## src/rtl/uart_rx_fifo_pkg.sv

```systemverilog
// Shared constants for the UART receive FIFO: register map and status bit layout.
// The addresses and bit positions are mirrored in the software headers.
package uart_rx_fifo_pkg;

  localparam int unsigned BYTE_W = 8;
  localparam int unsigned BUS_W  = 32;

  localparam logic [BUS_W-1:0] UART_STATUS_ADDR = 32'd65537;
  localparam logic [BUS_W-1:0] UART_DATA_ADDR   = 32'd65539;
  localparam logic [BUS_W-1:0] UART_COUNT_ADDR  = 32'd65541;

  localparam int unsigned ST_VALID = 0;
  localparam int unsigned ST_FULL  = 1;
  localparam int unsigned ST_OVF   = 2;

endpackage

```

## src/rtl/sync_fifo_byte.sv

```systemverilog
// Byte-wide synchronous FIFO with occupancy count; storage is not reset.
// The caller guarantees push_i is never asserted on a full FIFO without pop_i.
module sync_fifo_byte
  import uart_rx_fifo_pkg::*;
#(
  parameter int unsigned DEPTH = 16
) (
  input  logic                     clk,
  input  logic                     rst_n,
  input  logic                     push_i,
  input  logic                     pop_i,
  input  logic [BYTE_W-1:0]        din_i,
  output logic [BYTE_W-1:0]        head_c_o,
  output logic                     full_c_o,
  output logic                     empty_c_o,
  output logic [$clog2(DEPTH):0]   count_o,
  output logic [$clog2(DEPTH):0]   count_nxt_c_o
);

  localparam int unsigned PW = $clog2(DEPTH);
  localparam int unsigned CW = PW + 1;

  logic [BYTE_W-1:0] mem_q [DEPTH];
  logic [PW-1:0]     wr_ptr_q, wr_ptr_d;
  logic [PW-1:0]     rd_ptr_q, rd_ptr_d;
  logic [CW-1:0]     count_q, count_d;

  // Pointers wrap naturally because DEPTH is a power of two.
  always_comb begin
    wr_ptr_d = wr_ptr_q;
    rd_ptr_d = rd_ptr_q;
    count_d  = count_q;
    if (push_i) wr_ptr_d = wr_ptr_q + PW'(1);
    if (pop_i)  rd_ptr_d = rd_ptr_q + PW'(1);
    case ({push_i, pop_i})
      2'b10:   count_d = count_q + CW'(1);
      2'b01:   count_d = count_q - CW'(1);
      default: count_d = count_q;
    endcase
  end

  always_ff @(posedge clk or negedge rst_n) begin
    if (!rst_n) begin
      wr_ptr_q <= '0;
      rd_ptr_q <= '0;
      count_q  <= '0;
    end else begin
      wr_ptr_q <= wr_ptr_d;
      rd_ptr_q <= rd_ptr_d;
      count_q  <= count_d;
    end
  end

  always_ff @(posedge clk) begin
    if (push_i) mem_q[wr_ptr_q] <= din_i;
  end

  assign head_c_o      = mem_q[rd_ptr_q];
  assign full_c_o      = (count_q == CW'(DEPTH));
  assign empty_c_o     = (count_q == '0);
  assign count_o       = count_q;
  assign count_nxt_c_o = count_d;

endmodule

```

## src/rtl/uart_rx_fifo.sv

```systemverilog
// UART receive buffer: captures one byte per PHY valid pulse into a FIFO and
// exposes status/data/count registers on the port-B bus plus a level IRQ.
module uart_rx_fifo
  import uart_rx_fifo_pkg::*;
#(
  parameter int unsigned      DEPTH       = 16,
  parameter logic [BUS_W-1:0] ADDR_STATUS = UART_STATUS_ADDR,
  parameter logic [BUS_W-1:0] ADDR_DATA   = UART_DATA_ADDR,
  parameter logic [BUS_W-1:0] ADDR_COUNT  = UART_COUNT_ADDR,
  parameter int unsigned      IRQ_LEVEL   = 1
) (
  input  logic              clk,
  input  logic              rst,
  input  logic [BYTE_W-1:0] uart_din,
  input  logic              uart_valid,
  input  logic [BUS_W-1:0]  addr_b,
  input  logic [BUS_W-1:0]  data_b_in,
  input  logic [BUS_W-1:0]  data_b_we,
  output logic [BUS_W-1:0]  data_b,
  output logic              strobe_b,
  output logic              irq
);

  localparam int unsigned CW = $clog2(DEPTH) + 1;

  logic              uart_valid_q;
  logic              armed_q;
  logic              overflow_q, overflow_d;
  logic              irq_q, irq_d;
  logic              push, push_ok, pop, rd_access, status_rd;
  logic [BYTE_W-1:0] fifo_head;
  logic              fifo_full, fifo_empty;
  logic [CW-1:0]     fifo_count, fifo_count_nxt;
  logic              unused_wdata;

  assign unused_wdata = ^data_b_in;

  // armed_q blocks capture of a valid that was already high when reset released.
  assign push      = uart_valid & ~uart_valid_q & armed_q;
  assign rd_access = (data_b_we == '0);
  assign pop       = rd_access & (addr_b == ADDR_DATA) & ~fifo_empty;
  assign push_ok   = push & (~fifo_full | pop);
  assign status_rd = rd_access & (addr_b == ADDR_STATUS);

  // A drop in the same cycle as a clearing status read keeps the flag set.
  assign overflow_d = (push & ~push_ok) | (overflow_q & ~status_rd);
  assign irq_d      = (fifo_count_nxt >= CW'(IRQ_LEVEL));

  sync_fifo_byte #(
    .DEPTH (DEPTH)
  ) u_fifo (
    .clk           (clk),
    .rst_n         (rst),
    .push_i        (push_ok),
    .pop_i         (pop),
    .din_i         (uart_din),
    .head_c_o      (fifo_head),
    .full_c_o      (fifo_full),
    .empty_c_o     (fifo_empty),
    .count_o       (fifo_count),
    .count_nxt_c_o (fifo_count_nxt)
  );

  always_ff @(posedge clk or negedge rst) begin
    if (!rst) begin
      uart_valid_q <= 1'b0;
      armed_q      <= 1'b0;
      overflow_q   <= 1'b0;
      irq_q        <= 1'b0;
    end else begin
      uart_valid_q <= uart_valid;
      armed_q      <= armed_q | ~uart_valid;
      overflow_q   <= overflow_d;
      irq_q        <= irq_d;
    end
  end

  assign strobe_b = (addr_b == ADDR_STATUS) | (addr_b == ADDR_DATA) |
                    (addr_b == ADDR_COUNT);

  always_comb begin
    data_b = '0;
    if (addr_b == ADDR_STATUS) begin
      data_b[ST_VALID] = ~fifo_empty;
      data_b[ST_FULL]  = fifo_full;
      data_b[ST_OVF]   = overflow_q;
    end else if (addr_b == ADDR_DATA) begin
      if (!fifo_empty) data_b = BUS_W'(fifo_head);
    end else if (addr_b == ADDR_COUNT) begin
      data_b = BUS_W'(fifo_count);
    end
  end

  assign irq = irq_q;

endmodule

```

## config.mk

```make
export PLATFORM = sky130hd
export DESIGN_NAME = uart_rx_fifo
export DESIGN_NICKNAME = d
export VERILOG_FILES = /design/src/rtl/uart_rx_fifo_pkg.sv /design/src/rtl/sync_fifo_byte.sv /design/src/rtl/uart_rx_fifo.sv
export SDC_FILE = /design/constraint.sdc
export NUM_CORES = 1
export LEC_CHECK = 0
export CORE_ASPECT_RATIO = 1.75
export CORE_UTILIZATION = 45
export DETAILED_ROUTE_END_ITERATION = 8
export PLACE_DENSITY = 0.76
export SYNTH_ARGS = -nofsm -noshare
export SYNTH_HDL_FRONTEND = slang
export SYNTH_SLANG_ARGS = --single-unit
```

## constraint.sdc

```tcl
create_clock -name clk -period 5.76 [get_ports clk]
set_input_delay 0.864 -clock clk [delete_from_list [all_inputs] [get_ports clk]]
set_output_delay 0.864 -clock clk [all_outputs]
set_load 0.02 [all_outputs]
```

==> summary.txt, run 1 <==
GRT
  – Largest net degree at the start of global routing: 31
  – Antenna violations before repair: 0
  – Vias in the first global route: 3892
  – First-pass GRT wire length: roughly 21 mm
  – GRT Util Overall: 0.199
  – Overflow after GRT: 0

Drt
  – DRT iter0 DRCs: approximately 240
  – DRC errors left: 0
  – Vias per Instance: 5.56
  – Detailed Route WL: 13.9 mm
  – Via Count: 3625
  – WL/cell: 21.4 um
  – Drt first pass iters: 4
  – ANT nets after route: 0

CTS
  – H-tree depth: 4
  – # Post-CTS Setup Buffers: 0
  – CTS Buffer Depth: 2
  – # resized after CTS: 0
  – CTS tree: built
  – Worst skew pair latency: 0.43 ns
  – Reg clk slew, reported paths: roughly 0.060 ns
  – Clock root cell: clkbuf_16
  – # clock sinks: 145
  – Hold buffers post-CTS: 0
  – CTS Buf Count: 17

Timing
  – Final Hold Slack: 0.492 ns
  – Period utilization: 0.754
  – Setup ws final: ~1.4 ns
  – Setup_tns: 0 ns
  – Worst Skew: 0.00913 ns
  – RSZ-0062 raised after global routing: false
  – Final Hold Fails: 0
  – Tmin final: about 4.3 ns
  – Fmax: 0.230 GHz
  – Slew Viols, Final: 0
  – Worst Tran Pin Value: 1.12 ns
  – Final setup vio count: 0
  – Slew Limit Headroom: 0.254

Floorplanning
  – IO Pins: roughly 140
  – Die Ht: 161 um
  – Initial core utilization: 0.466
  – Die Wd: approximately 93 um
  – DIE AREA: 15000 um2
  – Row cnt: between 50 and 60
  – Core area: 14000 um2

Yosys
  – YS warnings: 0
  – Synth cell types: 54
  – Async SR Flop Fraction: 0.117
  – Avg Cell Area, Syn: 17.4 um2
  – Flop and latch count out of synthesis: 145
  – Most used DFF post-synth: edfxtp_1
  – Post-synth EDFFs: around 130
  – Gate Count Post-Synth: 374
  – Mapped cell area: 6510 um2
  – Sequential cell area fraction in the yosys report: 0.655

Placed design
  – I/O Buffers: 84
  – Dpl hpwl: 9.33 mm
  – Final GP Congestion: 0.850
  – Inst Count DP: 620
  – Post-Place Setup Slack: 1.42 ns
  – DP Area: 7410 um2

Hold path
  – Hold/Removal Path Class: reg -> reg
  – Worst hold path stage count: 1

Cells and area
  – Fraction of layout cells with a size suffix above 1: 0.213
  – Post-route insts no fill: 652
  – Final nets: about 580
  – Area grow syn2layout: 23.5%
  – Final Instance Area: 8040 um2
  – Fin util: 0.575
  – Ant. Diodes: 0

Pwr
  – Final Power: 2.41 mW
  – Leakage power: approximately 2.7 nW
  – Max IR drop VDD: 0.000217 V
  – PwrDens: 299 nW/um2

Outcome
  – Status: completed

Worst setup path
  – CP Launch Type: register
  – Crit path arrival time: 3.48 ns
  – Critical Path End Type: output port
  – Type of the worst setup path: reg -> out
  – Critical Path RT: 4.90 ns
  – Worst reg2reg path depth: 13
  – Max Fanout on Critical Path: 26

Flow run
  – Max cap viols: 0
==> Yosys cell counts, types with 3 or more instances <==
library cell,instances,share of area
nor2_1,25,0.014
nand2_1,9,0.0052
inv_1,5,0.0029
nand3_2,5,0.0077
nand2b_1,3,0.0029
a21oi_1,6,0.0046
xnor2_1,6,0.0081
mux2i_1,3,0.0046
dfrtp_1,17,0.065
nand3_1,4,0.0031
buf_4,24,0.028
mux2_4,3,0.0069
nor4_1,12,0.012
nor3_2,4,0.0061
ha_1,8,0.015
o21ai_0,4,0.0031
edfxtp_1,128,0.59
or3_1,3,0.0029
nand4_1,6,0.0058
mux4_2,39,0.13
buf_2,5,0.0038
clkbuf_1,5,0.0029
buf_1,4,0.0023
nor3_1,4,0.0031
and2_1,3,0.0029
xor2_1,3,0.0040
==> registers in the layout, indices dropped and copies added, names as in the netlist <==
name and cells:
armed_q 1, irq 1, overflow_q 1, u_fifo.count_o 5, u_fifo.mem_q 128, u_fifo.rd_ptr_q 4
u_fifo.wr_ptr_q 4, uart_valid_q 1
==> where the power goes <==
part	internal [mW]	switching [mW]	leakage [nW]
registers	1.14	0.000197	1.35
clock network	0.733	0.443	0.308
logic	0.0469	0.0404	1.04
total	1.92	0.484	2.70
==> layout make-up <==
type | instances | area, um2
timing repair buffer | 87 | 863
multi-input combinational | 206 | 2040
inverter | 5 | 18.8
tap | 177 | 221
clock buffer | 18 | 429
sequential | 145 | 4270
clock inverter | 14 | 203
fill | 1032 | 5940
==> final timing paths <==
check	to	from	slack, ns
max	data_b[1]	u_fifo.rd_ptr_q[0]	1.42
min	armed_q	armed_q	0.49
max reg2reg	irq	u_fifo.count_o[1]	2.32
min reg2reg	armed_q	armed_q	0.49
max in group asynchronous	u_fifo.rd_ptr_q[0]	rst	4.32
min in group asynchronous	u_fifo.count_o[0]	rst	0.90
==> routing by layer <==
layer,routed length [um],GRT usage
met1,5000,0.218
met2,7670,0.352
met3,921,0.0490
met4,356,0.102
met5,0,0
==> critical path: stages (launching register included) <==
cell and delay [ns]:
dfrtp_2 0.89, buf_4 0.37, mux4_2 0.54, mux4_2 0.50, nand2_1 0.12, o21ai_0 0.10, clkdlybuf4s50_1 0.55
==> cell families after synthesis <==
family,after synthesis,synth area share
DFF,145,0.655
adders and majority gates,9,0.0184
buffers and inverters,46,0.0451
other,1,0.000576
xor gates and xnor gates,10,0.0146
muxes,47,0.150
AOI/OAI and AO/OA,24,0.0296
and+or+nand+nor,92,0.0864
==> cells in the final DEF, fill, tap and decap left out, types with 8 or more instances in the layout <==
cell type        Yosys  layout
ha_1                 8       8
dfrtp_1             17      16
nor2_1              25      25
mux4_2              39      39
nand2_1              9       9
conb_1               1      24
nor4_1              12      12
clkbuf_16            0      17
clkdlybuf4s50_1      0      84
edfxtp_1           128     128
(Power assumes the default switching activity.)
==> run 2, diff against run 1 <==
==> constraint.sdc (replaced) <==
create_clock -name clk -period 4.1 [get_ports clk]
set_input_delay 0.615 -clock clk [delete_from_list [all_inputs] [get_ports clk]]
set_output_delay 0.615 -clock clk [all_outputs]
set_load 0.02 [all_outputs]
==> run 2 against run 1 <==
- via count grew 4.6%
- non-clock buffer count grew 21
- core utilization grew 0.53 points
- setup slack lost 1.1 ns
- sequential power grew 41%
- critical endpoint is now data_b[2]
==> summary.txt, run 2 (synthesis results as in run 1) <==
Outcome
  – Status: completed (unchanged)

CTS
  – Hold buffers post-CTS: 0 (unchanged)
  – CTS Buf Count: 17 (unchanged)
  – CTS Buffer Depth: 2 (unchanged)
  – # clock sinks: 145 (unchanged)
  – # resized after CTS: 0 (unchanged)
  – Clock root cell: clkbuf_16 (unchanged)
  – Worst skew pair latency: 0.41 ns (was 0.43 ns)
  – CTS tree: built (unchanged)
  – H-tree depth: 4 (unchanged)
  – # Post-CTS Setup Buffers: 0 (unchanged)
  – Reg clk slew, reported paths: 0.06 ns (about the same)

Drt
  – Via Count: 3790 (was 3625)
  – WL/cell: 20.9 um (was 21.4 um)
  – DRT iter0 DRCs: 315 (was 242)
  – Vias per Instance: 5.63 (was 5.56)
  – Drt first pass iters: 5 (was 4)
  – DRC errors left: 0 (unchanged)
  – Detailed Route WL: 14.1 mm (was 13.9 mm)
  – ANT nets after route: 0 (unchanged)

GRT
  – Overflow after GRT: 0 (unchanged)
  – Vias in the first global route: 3903 (was 3892)
  – GRT Util Overall: 0.198 (was 0.199)
  – First-pass GRT wire length: 21.2 mm (was 21.4 mm)
  – Largest net degree at the start of global routing: 36 (was 31)
  – Antenna violations before repair: 0 (unchanged)

Worst setup path
  – Reg2Reg Setup Slack: 0.87 ns (was 2.32 ns)
  – CP Launch Type: input pin (was register)
  – Crit path arrival time: 3.20 ns (was 3.48 ns)
  – CP cell instances: clkdlybuf4s50_1, nor4_1, nand4_1, nor3_1, buf_4, nand2_1, o21ai_1, o31a_1, clkdlybuf4s50_1 (was buf_4, mux4_2, mux4_2, nand2_1, o21ai_0, clkdlybuf4s50_1)
  – Critical R2R Capture: irq (unchanged)
  – CP most frequent cell: clkdlybuf4s50_1 (was mux4_2)
  – Max incr delay on CP: 0.60 ns (was 0.89 ns)
  – Critical Path RT: 3.48 ns (was 4.90 ns)
  – Reg2Reg Launch Point: u_fifo.count_o[1] (unchanged)
  – Worst reg2reg path depth: 12 (was 13)
  – Max Fanout on Critical Path: 11 (was 26)
  – Critical Path End Type: output port (unchanged)
  – Critical-path top delay cell: clkdlybuf4s50_1 (was dfrtp_2)
  – Type of the worst setup path: in -> out (was reg -> out)

Floorplanning
  – Row cnt: 57 (unchanged)
  – Initial core utilization: 0.466 (unchanged)
  – DIE AREA: 15000 um2 (unchanged)
  – Die Wd: 92.9 um (unchanged)
  – Core area: 14000 um2 (unchanged)
  – IO Pins: 141 (unchanged)
  – Die Ht: 161 um (unchanged)

Pwr
  – Net Sw Frac: 0.212 (was 0.201)
  – Clock power share: 0.445 (was 0.488)
  – Sw power: 0.660 mW (was 0.484 mW)
  – Logic pwr share: 0.039 (was 0.036)
  – PwrDens: 384 nW/um2 (was 299 nW/um2)
  – Leakage power: 2.77 nW (was 2.70 nW)
  – Reg power frac: 0.516 (was 0.475)
  – Max IR drop VDD: 0.000331 V (was 0.000217 V)
  – Internal power: 2.46 mW (was 1.92 mW)

Cells and area
  – Final Instance Area: 8120 um2 (was 8040 um2)
  – Ant. Diodes: 0 (unchanged)
  – Most frequent cells in the layout: edfxtp_1, clkdlybuf4s50_1, mux4_2 (unchanged)
  – FF+latch area: 4270 um2 (unchanged)
  – Multi-input logic area: 2040 um2 (unchanged)
  – Area grow syn2layout: 24.6% (was 23.5%)
  – Flip-flop count of the largest register after layout: 128 (unchanged)
  – Commonest non-fill, non-tap cell in the layout: edfxtp_1 (unchanged)
  – Fin util: 0.581 (was 0.575)
  – Largest Register: u_fifo.mem_q (unchanged)
  – Final nets: 599 (was 578)
  – Fill cells: 1034 (was 1032)
  – Fraction of layout cells with a size suffix above 1: 0.246 (was 0.213)

Hold path
  – Hold/Removal Path Class: reg -> reg (unchanged)
  – Hold Crit Start: armed_q (unchanged)
  – Worst hold path stage count: 1 (unchanged)
  – WHS Endpoint: armed_q (unchanged)

Timing
  – Period utilization: 0.929
  – Worst Skew: 0.00795 ns (was 0.00913 ns)
  – Fmax: 0.262 GHz
  – RSZ-0062 raised after global routing: false (unchanged)
  – Setup_tns: 0 ns (unchanged)
  – Tmin final: about 3.8 ns
  – Final setup vio count: 0 (unchanged)
  – Worst Tran Pin Value: 0.780 ns (was 1.12 ns)
  – Slew Viols, Final: 0 (unchanged)
  – Slew Limit Headroom: 0.478 (was 0.254)
  – Final Hold Fails: 0 (unchanged)

Flow run
  – Max cap viols: 0 (unchanged)

Placed design
  – I/O Buffers: 84 (unchanged)
  – Dpl hpwl: 9.80 mm (was 9.33 mm)
  – DP Area: 7580 um2 (was 7410 um2)
  – Final GP Congestion: 0.858 (was 0.850)
run 2: cell types whose count changed in the layout (fill, tap and decap cells not counted), moves of 2 or more:
| cell | change |
|---|---|
| inv_6 | +4 |
| clkinv_4 | -2 |
| clkinv_2 | +2 |
| bufinv_16 | -4 |
| buf_4 | +20 |
run 2: power groups by stage:
stage               logic (mW)  registers [mW]  clock network, mW
global route             0.131            1.61               1.47
detailed placement       0.122            1.64                  0
floorplan               0.0464            1.64                  0
global placement         0.120            1.64                  0
CTS                      0.123            1.61               1.41
finish                   0.122            1.61               1.39
run 2: routing by layer:
layer	share of wire	track usage	vias up	wire length, um
met5	0	0	-	0
met4	0.039	0.100	0	552
met3	0.078	0.0537	48	1100
met2	0.53	0.347	208	7470
met1	0.35	0.215	1877	4950
li1	-	-	1657	-
run 2: worst max path at each step:
stage                      to       from  depth (start not counted)
global route        data_b[2]  addr_b[5]                          9
global placement          irq  addr_b[5]                         12
detailed placement        irq  addr_b[5]                         12
floorplan                 irq  addr_b[5]                         12
CTS                 data_b[2]  addr_b[5]                          9
finish              data_b[2]  addr_b[5]                          9
run 2: area by class of cell:
class / count / area share
clock inverters: 13 / 0.0126
well taps: 177 / 0.0273
clock buffers: 19 / 0.0533
inverters: 5 / 0.00231
repair buffers: 108 / 0.127
multi-input cells: 206 / 0.251
flip-flops and latches: 145 / 0.526
run 2: worst max-delay path, delay by kind of cell:
kind / cells / cell delay (ns)
buffers and inverters: 3 / 1.27
AND/OR/NAND/NOR: 4 / 1.09
AO/OA/AOI/OAI: 2 / 0.23
run 2: stage by stage:
| step | setup WS, ns | hold slack, ns | total power [mW] | instances |
|---|---|---|---|---|
| finish | 0.289 | 0.480 | 3.12 | 673 |
| global route | 0.158 | 0.508 | 3.21 | 673 |
| CTS | 0.243 | 0.488 | 3.14 | 673 |
| detailed placement | 0.0756 | 0.470 | 1.76 | 641 |
| global placement | 0.156 | 0.451 | 1.76 | 641 |
| floorplan | 1.13 | 0.319 | 1.69 | 397 |
